## src/rtl/zero_share_scheduler_pkg.sv

```systemverilog
// Shared constants and helpers for masked-zero sharing generation.
package zero_share_scheduler_pkg;

  // Default width of the starvation counter
  localparam int STARVE_CNT_WIDTH = 8;

  // Widest sharing the expansion helper can produce
  localparam int MAX_SHARES       = 5;
  localparam int MAX_BIT_WIDTH    = 32;
  localparam int SHARE_WORD_WIDTH = MAX_SHARES * MAX_BIT_WIDTH;

  typedef logic [SHARE_WORD_WIDTH-1:0] share_word_t;

  // Number of raw random words needed to build one sharing of zero
  function automatic int num_zero_random(input int num_shares);
    case (num_shares)
      2:       return 1;
      3:       return 2;
      4:       return 4;
      5:       return 5;
      default: return 1;
    endcase
  endfunction

  // Expand packed random words r[0..] (r0 in the LSBs) into num_shares
  // shares of bit_width bits each whose XOR is zero. Share 0 sits in the LSBs.
  function automatic share_word_t zero_share_expand(input int          num_shares,
                                                    input int          bit_width,
                                                    input share_word_t word);
    share_word_t mask;
    share_word_t r0;
    share_word_t r1;
    share_word_t ri;
    share_word_t rn;
    share_word_t share;
    share_word_t result;
    mask   = (share_word_t'(1) << bit_width) - share_word_t'(1);
    r0     = word & mask;
    r1     = (word >> bit_width) & mask;
    result = '0;
    for (int i = 0; i < MAX_SHARES; i++) begin
      if (i < num_shares) begin
        ri = (word >> (i * bit_width)) & mask;
        rn = (word >> (((i + 1) % num_shares) * bit_width)) & mask;
        case (num_shares)
          2:       share = r0;
          3:       share = (i == 0) ? r0 : ((i == 1) ? r1 : (r0 ^ r1));
          default: share = ri ^ rn;
        endcase
        result = result | (share << (i * bit_width));
      end
    end
    return result;
  endfunction

endpackage

```

## src/rtl/zero_share_scheduler_rr_arbiter.sv

```systemverilog
// Round-robin arbiter: grants the first request at or after the priority
// pointer (cyclic upward search). The pointer is kept one-hot so that
// the "at or after" mask and the advance-by-one are plain bit operations.
module rr_arbiter #(
  parameter int NUM_REQ = 4
) (
  input  logic               in_clock,
  input  logic               in_reset,
  input  logic [NUM_REQ-1:0] request,
  input  logic               enable,
  output logic [NUM_REQ-1:0] grant
);

  logic [NUM_REQ-1:0] pointer_reg;
  logic [NUM_REQ-1:0] upper_mask;
  logic [NUM_REQ-1:0] upper_req;
  logic [NUM_REQ-1:0] pick;

  // Pick the lowest request at or above the pointer, else wrap to the lowest overall
  always_comb begin
    upper_mask = ~(pointer_reg - NUM_REQ'(1));
    upper_req  = request & upper_mask;
    pick       = (|upper_req) ? upper_req : request;
    grant      = enable ? (pick & (~pick + NUM_REQ'(1))) : '0;
  end

  // Pointer moves to the position just above the granted index
  always_ff @(posedge in_clock or negedge in_reset) begin
    if (!in_reset) begin
      pointer_reg <= NUM_REQ'(1);
    end else if (|grant) begin
      pointer_reg <= {grant[NUM_REQ-2:0], grant[NUM_REQ-1]};
    end
  end

endmodule

```

## src/rtl/zero_share_scheduler.sv

```systemverilog
// Buffers PRNG words in a small FIFO, grants one word per cycle to a
// round-robin selected requester and delivers it expanded into a
// registered sharing of zero, tagged with the one-hot grant.
module zero_share_scheduler
  import zero_share_scheduler_pkg::*;
#(
  parameter int NUM_SHARES = 2,
  parameter int BIT_WIDTH  = 2,
  parameter int NUM_REQ    = 4,
  parameter int DEPTH      = 2,
  parameter int CNT_WIDTH  = STARVE_CNT_WIDTH
) (
  input  logic                                            in_clock,
  input  logic                                            in_reset,
  input  logic [num_zero_random(NUM_SHARES)*BIT_WIDTH-1:0] in_random,
  input  logic                                            in_random_valid,
  output logic                                            out_random_ready,
  input  logic [NUM_REQ-1:0]                              in_request,
  output logic [NUM_REQ-1:0]                              out_grant,
  output logic [NUM_SHARES*BIT_WIDTH-1:0]                 out_zero,
  output logic                                            out_zero_valid,
  output logic [CNT_WIDTH-1:0]                            out_starve_count
);

  localparam int NUM_NEEDED = num_zero_random(NUM_SHARES);
  localparam int RAND_W     = NUM_NEEDED * BIT_WIDTH;
  localparam int ZERO_W     = NUM_SHARES * BIT_WIDTH;
  localparam int ADDR_W     = $clog2(DEPTH);
  localparam int OCC_W      = $clog2(DEPTH + 1);

  // Reject unsupported configurations at elaboration
  if (NUM_SHARES < 2 || NUM_SHARES > MAX_SHARES) begin : g_bad_shares
    $fatal(1, "zero_share_scheduler: NUM_SHARES must be 2..5");
  end
  if (BIT_WIDTH < 1 || BIT_WIDTH > MAX_BIT_WIDTH) begin : g_bad_width
    $fatal(1, "zero_share_scheduler: BIT_WIDTH must be 1..32");
  end
  if (NUM_REQ < 2) begin : g_bad_req
    $fatal(1, "zero_share_scheduler: NUM_REQ must be at least 2");
  end
  if (DEPTH < 2 || (DEPTH & (DEPTH - 1)) != 0) begin : g_bad_depth
    $fatal(1, "zero_share_scheduler: DEPTH must be a power of two, at least 2");
  end

  logic [RAND_W-1:0]    fifo_mem [DEPTH];
  logic [ADDR_W-1:0]    wr_ptr_reg;
  logic [ADDR_W-1:0]    rd_ptr_reg;
  logic [OCC_W-1:0]     occupancy_reg;
  logic [CNT_WIDTH-1:0] starve_count_reg;
  logic [NUM_REQ-1:0]   grant_reg;
  logic [ZERO_W-1:0]    zero_reg;
  logic                 zero_valid_reg;

  logic                 fifo_empty;
  logic                 fifo_nonempty;
  logic                 fifo_full;
  logic                 push;
  logic                 pop;
  logic                 starved;
  logic [NUM_REQ-1:0]   grant;
  logic [ZERO_W-1:0]    zero_next;

  // FIFO status, handshake decode and expansion of the head word
  always_comb begin
    fifo_empty    = (occupancy_reg == '0);
    fifo_nonempty = ~fifo_empty;
    fifo_full     = (occupancy_reg == OCC_W'(DEPTH));
    push          = in_random_valid & ~fifo_full;
    pop           = |grant;
    starved       = (|in_request) & fifo_empty;
    zero_next     = ZERO_W'(zero_share_expand(NUM_SHARES, BIT_WIDTH,
                                              share_word_t'(fifo_mem[rd_ptr_reg])));
  end

  rr_arbiter #(
    .NUM_REQ (NUM_REQ)
  ) u_arbiter (
    .in_clock (in_clock),
    .in_reset (in_reset),
    .request  (in_request),
    .enable   (fifo_nonempty),
    .grant    (grant)
  );

  // FIFO storage; contents need no reset since occupancy gates every read
  always_ff @(posedge in_clock) begin
    if (push) begin
      fifo_mem[wr_ptr_reg] <= in_random;
    end
  end

  // Pointers wrap naturally (DEPTH is a power of two); occupancy decides full/empty
  always_ff @(posedge in_clock or negedge in_reset) begin
    if (!in_reset) begin
      wr_ptr_reg    <= '0;
      rd_ptr_reg    <= '0;
      occupancy_reg <= '0;
    end else begin
      if (push) begin
        wr_ptr_reg <= wr_ptr_reg + ADDR_W'(1);
      end
      if (pop) begin
        rd_ptr_reg <= rd_ptr_reg + ADDR_W'(1);
      end
      case ({push, pop})
        2'b10:   occupancy_reg <= occupancy_reg + OCC_W'(1);
        2'b01:   occupancy_reg <= occupancy_reg - OCC_W'(1);
        default: occupancy_reg <= occupancy_reg;
      endcase
    end
  end

  // Saturating count of cycles where someone asked but nothing was buffered
  always_ff @(posedge in_clock or negedge in_reset) begin
    if (!in_reset) begin
      starve_count_reg <= '0;
    end else if (starved && (starve_count_reg != '1)) begin
      starve_count_reg <= starve_count_reg + CNT_WIDTH'(1);
    end
  end

  // Output stage: grant and valid every cycle, sharing only updates on a grant
  always_ff @(posedge in_clock or negedge in_reset) begin
    if (!in_reset) begin
      grant_reg      <= '0;
      zero_reg       <= '0;
      zero_valid_reg <= 1'b0;
    end else begin
      grant_reg      <= grant;
      zero_valid_reg <= pop;
      if (pop) begin
        zero_reg <= zero_next;
      end
    end
  end

  assign out_random_ready = ~fifo_full;
  assign out_grant        = grant_reg;
  assign out_zero         = zero_reg;
  assign out_zero_valid   = zero_valid_reg;
  assign out_starve_count = starve_count_reg;

endmodule

```

## config.mk

```make
export PLATFORM = sky130hd
export DESIGN_NAME = zero_share_scheduler
export DESIGN_NICKNAME = d
export VERILOG_FILES = /design/src/rtl/zero_share_scheduler_pkg.sv /design/src/rtl/zero_share_scheduler_rr_arbiter.sv /design/src/rtl/zero_share_scheduler.sv
export SDC_FILE = /design/constraint.sdc
export NUM_CORES = 1
export LEC_CHECK = 0
export ABC_AREA = 1
export BUFFER_PORTS_ARGS = -buffer_cell sky130_fd_sc_hd__clkbuf_2
export CAP_MARGIN = 20
export CORE_UTILIZATION = 51
export CTS_BUF_LIST = sky130_fd_sc_hd__clkbuf_8
export DETAILED_ROUTE_END_ITERATION = 10
export PLACE_DENSITY = 0.85
export SKIP_LAST_GASP = 1
export SYNTH_ARGS = -nofsm -noshare
export SYNTH_HDL_FRONTEND = slang
export SYNTH_SLANG_ARGS = --single-unit
export TNS_END_PERCENT = 10
```

## constraint.sdc

```tcl
create_clock -name in_clock -period 2.5 [get_ports in_clock]
set_input_delay 0.375 -clock in_clock [delete_from_list [all_inputs] [get_ports in_clock]]
set_output_delay 0.375 -clock in_clock [all_outputs]
set_load 0.01 [all_outputs]
```

# Word level (Yosys, flattened, before mapping)
# Memory sizes are Yosys's and may differ from the RTL's.
# Cells that the tools add are included.
[word_totals]
reg_bits = 25
ramBits = 4
in_bits = 9
output_inout_bits = 18
n_memories = 1
[memory_table]
columns = ["memory", "depth", "width", "rd", "rd_ports_with_merged_regs", "wr", "line", "rtl"]
rows = [
  ["fifo_mem", 2, 2, 1, 0, 1, "zero_share_scheduler.sv:45", "logic [RAND_W-1:0] fifo_mem [DEPTH];"],
]
[classes]
add_sub_neg = 7
eq_ne = 4
n_mux = 5
n_bitwise = 8
reduce_logical = 6
[op_table]
columns = ["op", "n"]
rows = [
  ["OR reduction 4 bit", 3],
  ["adder 8 x 1 -> 8 bit, second input constant", 1],
  ["AND 4 bit", 2],
  ["2-to-1 mux 4 bit", 2],
  ["!= test 8 bit, second input constant", 1],
  ["inverter 4 bit", 2],
  ["adder 4 x 1 -> 4 bit, second input constant", 1],
  ["equality test 2 bit, second input constant", 2],
  ["bitwise OR 2 x 4 -> 4 bit", 1],
  ["one-hot mux 2 bit (2 select lines)", 1],
  ["subtractor 4 x 1 -> 4 bit, second input constant", 1],
  ["adder 1 bit, second input constant", 2],
  ["adder 2 x 1 -> 2 bit, second input constant", 1],
  ["AND 1 bit", 2],
  ["equality test 2 x 1 -> 1 bit, second input constant", 1],
  ["logical NOT 2 bit", 1],
  ["2-to-1 mux 1 bit", 2],
  ["nonzero test 2 bit", 1],
  ["subtractor 2 x 1 -> 2 bit, second input constant", 1],
  ["logical AND 1 bit", 1],
  ["inverter 1 bit", 1],
]

# Logic depth before layout (Yosys ltp)
[depth]
ltp_word = 12
depth_mapped = 17
mapped_depth_nobuf = 17

# Cells and area by module
# A second synthesis with hierarchy kept.
[unflattened]
hier_cells = 173
hier_area_um2 = 1453.9
[modules_own_cells]
columns = ["mod", "n_inst", "cells_each", "area_each_um2", "seq_area_each_um2"]
rows = [
  ["zero_share_scheduler", 1, 118, 1088.5, 595.6],
  ["rr_arbiter", 1, 55, 365.4, 101.3],
]

# Worst setup path after synthesis
# OpenSTA, ideal clock, no wires.
[synth_timing]
kind = "register -> register"
from = "register u_arbiter.pointer_reg[0]"
to = "register occupancy_reg[1]"
setup_ps = 124
arrival_ps = 2283
t_required_ps = 2376
setup_slack_ps = 93
stages_incl_launch_ff = 17
cell_sequence = "dfstp_2 inv_2 ha_1 nand2_1 nand2_1 inv_2 nand2_2 inv_2 nand3_2 nand2_4 nor2_4 nand2_1 nand3_2 ha_1 a21oi_1 o21ai_0 xnor2_1"
[synth_via]
elab_chain_len = 12
word_cells_on_any_way = 14
classes_between = "2 x add/sub; 2 x eq/ne; 3 x mux; 4 x bitwise; 3 x reduce/logical"
[synth_rtl]
columns = ["item", "line", "rtl"]
rows = [
  ["from (decl)", "zero_share_scheduler_rr_arbiter.sv:14", "logic [NUM_REQ-1:0] pointer_reg;"],
  ["from (signal assigned)", "zero_share_scheduler_rr_arbiter.sv:32", "pointer_reg <= {grant[NUM_REQ-2:0], grant[NUM_REQ-1]};"],
  ["subtractor 4 x 1 -> 4 bit *", "zero_share_scheduler_rr_arbiter.sv:21", "upper_mask = ~(pointer_reg - NUM_REQ'(1));"],
  ["inverter 4 bit *", "zero_share_scheduler_rr_arbiter.sv:21", ""],
  ["AND 4 bit *", "zero_share_scheduler_rr_arbiter.sv:22", "upper_req = request & upper_mask;"],
  ["OR reduction 4 bit", "zero_share_scheduler_rr_arbiter.sv:23", "pick = (|upper_req) ? upper_req : request;"],
  ["2-to-1 mux 4 bit *", "zero_share_scheduler_rr_arbiter.sv:23", ""],
  ["inverter 4 bit", "zero_share_scheduler_rr_arbiter.sv:24", "grant = enable ? (pick & (~pick + NUM_REQ'(1))) : '0;"],
  ["adder 4 x 1 -> 4 bit", "zero_share_scheduler_rr_arbiter.sv:24", ""],
  ["AND 4 bit *", "zero_share_scheduler_rr_arbiter.sv:24", ""],
  ["2-to-1 mux 4 bit *", "zero_share_scheduler_rr_arbiter.sv:24", ""],
  ["OR reduction 4 bit *", "zero_share_scheduler.sv:69", "pop = |grant;"],
  ["named net pop", "zero_share_scheduler.sv:58", "logic pop;"],
  ["equality test 2 x 1 -> 1 bit or equality test 2 bit (tied branches)", "zero_share_scheduler.sv:105", "case ({push, pop})"],
  ["one-hot mux 2 bit (2 select lines) or nonzero test 2 bit (tied branches)", "-", ""],
  ["to (signal assigned)", "zero_share_scheduler.sv:106", "2'b10: occupancy_reg <= occupancy_reg + OCC_W'(1);"],
  ["to (signal assigned)", "zero_share_scheduler.sv:107", "2'b01: occupancy_reg <= occupancy_reg - OCC_W'(1);"],
  ["to (signal assigned)", "zero_share_scheduler.sv:108", "default: occupancy_reg <= occupancy_reg;"],
  ["to (decl)", "zero_share_scheduler.sv:48", "logic [OCC_W-1:0] occupancy_reg;"],
]
# Mark *: on every way through the listed nets, which the timed path passes. The rest lies on a longest branch.
# A chain may end at the register's enable or synchronous reset.

# Final worst setup path
# Ends and elaborated chain as after synthesis.

==> impl_metrics.py <==
metrics = {
    "sta": {
        "tightest_slew_ns": 0.5503,
        "rsz0062_at_grt": "no",
        "maxSlewViolCount": 0,
        "fin_crit_ns": 2.369,
        "fmaxAchievable_ghz": 0.4221,
        "finalSetupViolations": 0,
        "slew_headroom": 0.6331,
        "fin_tns_setup_ns": 0,
        "fin_skew_ns": 0.006566,
        "whs_ns": 0.07919,
        "hold_violations": 0,
        "period_share": 0.9477,
    },
    "clock_network": {
        "ctsHoldBuffers": 0,
        "clk-insertion-delay-late_ns": 0.26,
        "cts_max_level": 1,
        "cts_buffers": 3,
        "clock_sinks": 27,
        "ctsRootBufferMaster": "clkbuf_8",
        "clkTransAtPathRegs_ns": 0.08,
        "ctsLongestPathBuffers": 2,
        "cts_tree": "built",
    },
    "setup_path": {
        "crit_top_cell": "inv_2",
        "crit_arrival_ns": 2.52,
        "crit_path_top_delay_cell": "dfstp_2",
        "cp.required_ns": 2.65,
        "crit_path_cell_trace": "inv_2, ha_1, nand2_1, nand2_1, inv_2, nand2_2, inv_2, nand3_2, nand2_4, nor2_4, nand2_2, nand3_2, ha_4, a21oi_2, o21ai_1, xnor2_1",
        "start_kind": "register",
        "crit_fanout": 4,
        "crit_family": "simple AND/OR/NAND/NOR gates",
        "crit_type": "register to register",
        "cp-end-kind": "register",
        "critPathMaxStageDelay_ns": 0.55,
        "reg2reg_depth": 16,
        "worst-path-buf-inv": 3,
        "crit_cells": 16,
    },
    "synth": {
        "netlist.area_leader.share": 0.4059,
        "netlist_top_cells_area": "dfrtp_1 41%, nand2_1 11%, edfxtp_1 8.9%",
        "synth.distinct_cells": 25,
        "synthesis.nets": 155,
        "netlist_area_um2": 1356,
        "yosysSeqAreaShare": 0.5138,
        "syn_avg_cell_area_um2": 9.485,
        "yosys_warnings": 0,
        "synthCells": 143,
        "yosysTopAreaCell": "dfrtp_1",
        "ys_seq_elements": 27,
    },
    "floorplanning": {
        "start_util": 0.5425,
        "num_io_pins": 27,
        "die_h_um": 53.57,
        "dieWidth_um": 53.57,
        "rows": 18,
        "die_area_um2": 2870,
        "core-area_um2": 2500,
    },
    "layout": {
        "nNetsFinal": 187,
        "seqCellArea_um2": 696.9,
        "drive_gt1_frac": 0.3391,
        "nFillCells": 206,
        "antenna_cells": 0,
        "syn_to_final_growth_pct": 17.62,
        "largest_reg_flops": 8,
        "fin_util": 0.6381,
        "multiInputGateArea_um2": 599.3,
    },
    "detailed_routing": {
        "drt-wirelength-per-cell_um": 11.71,
        "first_pass_iters": 4,
        "vias": 1009,
        "drc": 0,
        "drt_iter0_drc": 24,
        "totalWireLength_um": 2389,
        "via_per_inst": 4.946,
        "ant_nets": 0,
    },
    "grt": {
        "track_usage": 0.1857,
        "antenna_found_initial": 0,
        "grt_max_degree": 24,
        "global_route.overflow_total": 0,
        "grt_pass1_wl_um": 3760,
        "grt_pass1_vias": 920,
    },
    "placed_design": {
        "io_buffers": 26,
        "hpwl_um": 1915,
        "gp_congestion": 0.7507,
    },
    "power": {
        "leakage_uw": 0.0008400,
        "ir_drop_mv": 0.8993,
        "powerDensity_nw_per_um2": 1384,
    },
    "min_path": {
        "hold_class": "input pin to asynchronous set/reset pin",
    },
    "job": {
        "maxCapViolCount": 0,
    },
    "status": {
        "status": "complete, no violations",
    },
}
[layer usage]
layer  vias up  share of wire  track usage
met4         0          0.013      0.07895
met3         4          0.026      0.03672
met5         -              0            0
li1        520              -            -
met2        18           0.51       0.3125
met1       467           0.45       0.2313
[kinds of logic after synthesis]
logic type      after synthesis  synth area share
simple gates                 79            0.3127
flops                        27            0.5138
buf+inv                      19           0.05811
xor+xnor                      9           0.05812
compound gates                5           0.02121
fa+ha+maj                     3           0.02768
mux                           1          0.008302
[worst register-to-register path, cell delays in order, from the launching register on]
cell and delay, ns:
dfstp_2 0.55, inv_2 0.05, ha_1 0.29, nand2_1 0.09, nand2_1 0.07, inv_2 0.05
nand2_2 0.05, inv_2 0.09, nand3_2 0.09, nand2_4 0.12, nor2_4 0.05, nand2_2 0.10
nand3_2 0.11, ha_4 0.24, a21oi_2 0.09, o21ai_1 0.08, xnor2_1 0.14
[final timing paths]
path                                          start                       end  slack, ns
setup / recovery           u_arbiter.pointer_reg[0]          occupancy_reg[1]       0.13
min in group in_clock                  in_random[1]            fifo_mem[0][1]       0.30
setup reg to reg           u_arbiter.pointer_reg[0]          occupancy_reg[1]       0.13
hold / removal                             in_reset              out_grant[1]       0.08
hold reg to reg                 out_starve_count[5]       out_starve_count[5]       0.50
max in group asynchronous                  in_reset  u_arbiter.pointer_reg[0]       2.04
[placed cells by master (no fill, tap or decap), types with 4 or more instances in the layout]
master    count
inv_1        15
nand2_1      37
dfrtp_1      22
nand3_1       4
clkbuf_2     26
nand4_1       8
nand2_2       5
xnor2_1       6
edfxtp_1      4
nand3_2       6
nor2_1        8
[power breakdown]
part / switching, µW / leakage (µW) / total [µW] / internal, µW
clock: 120 / 0.0000269 / 229 / 110
sequential: 146 / 0.000319 / 781 / 635
combinational: 698 / 0.000494 / 1200 / 500
[cell type report]
type                    instances  share of cell area
clock buffers                   3             0.02588
clock inverters                 1            0.002353
inverters                      17             0.04000
multi-input cells              97              0.3757
flip-flops and latches         27              0.4369
well taps                      30             0.02353
repair buffers                 29             0.09569
[Yosys cell counts, drive strengths merged]
cell / n
nand2: 45
dfrtp: 22
inv: 17
nor2: 13
nand3: 10
nand4: 8
xnor2: 6
edfxtp: 4
ha: 3
o21ai: 3
xor2: 3
a21oi: 2
buf: 2
nor3: 2
dfstp: 1
mux2: 1
nor4: 1
[repair_timing]
| action | 4_1_cts | 5_1_grt |
|---|---|---|
| cloned | 0 | 0 |
| pin swaps | 0 | 2 |
| setup buffers | 0 | 1 |
| gates resized for setup | 1 | 3 |
| setup endpoints to repair | 1 | 1 |
[stage by stage]
stage | area [µm²] | setup slack [ns] | power, µW | instances
6_report | 1595 | 0.1307 | 2208 | 204
5_1_grt | 1595 | 0.02174 | 2402 | 204
4_1_cts | 1572 | 0.001971 | 2156 | 203
3_5_place_dp | 1524 | 0.01085 | 1913 | 199
3_3_place_gp | 1524 | 0.1181 | 1849 | 199
2_1_floorplan | 1356 | 0.09265 | 1601 | 143
Note: power is estimated with default switching activity, not from simulation.
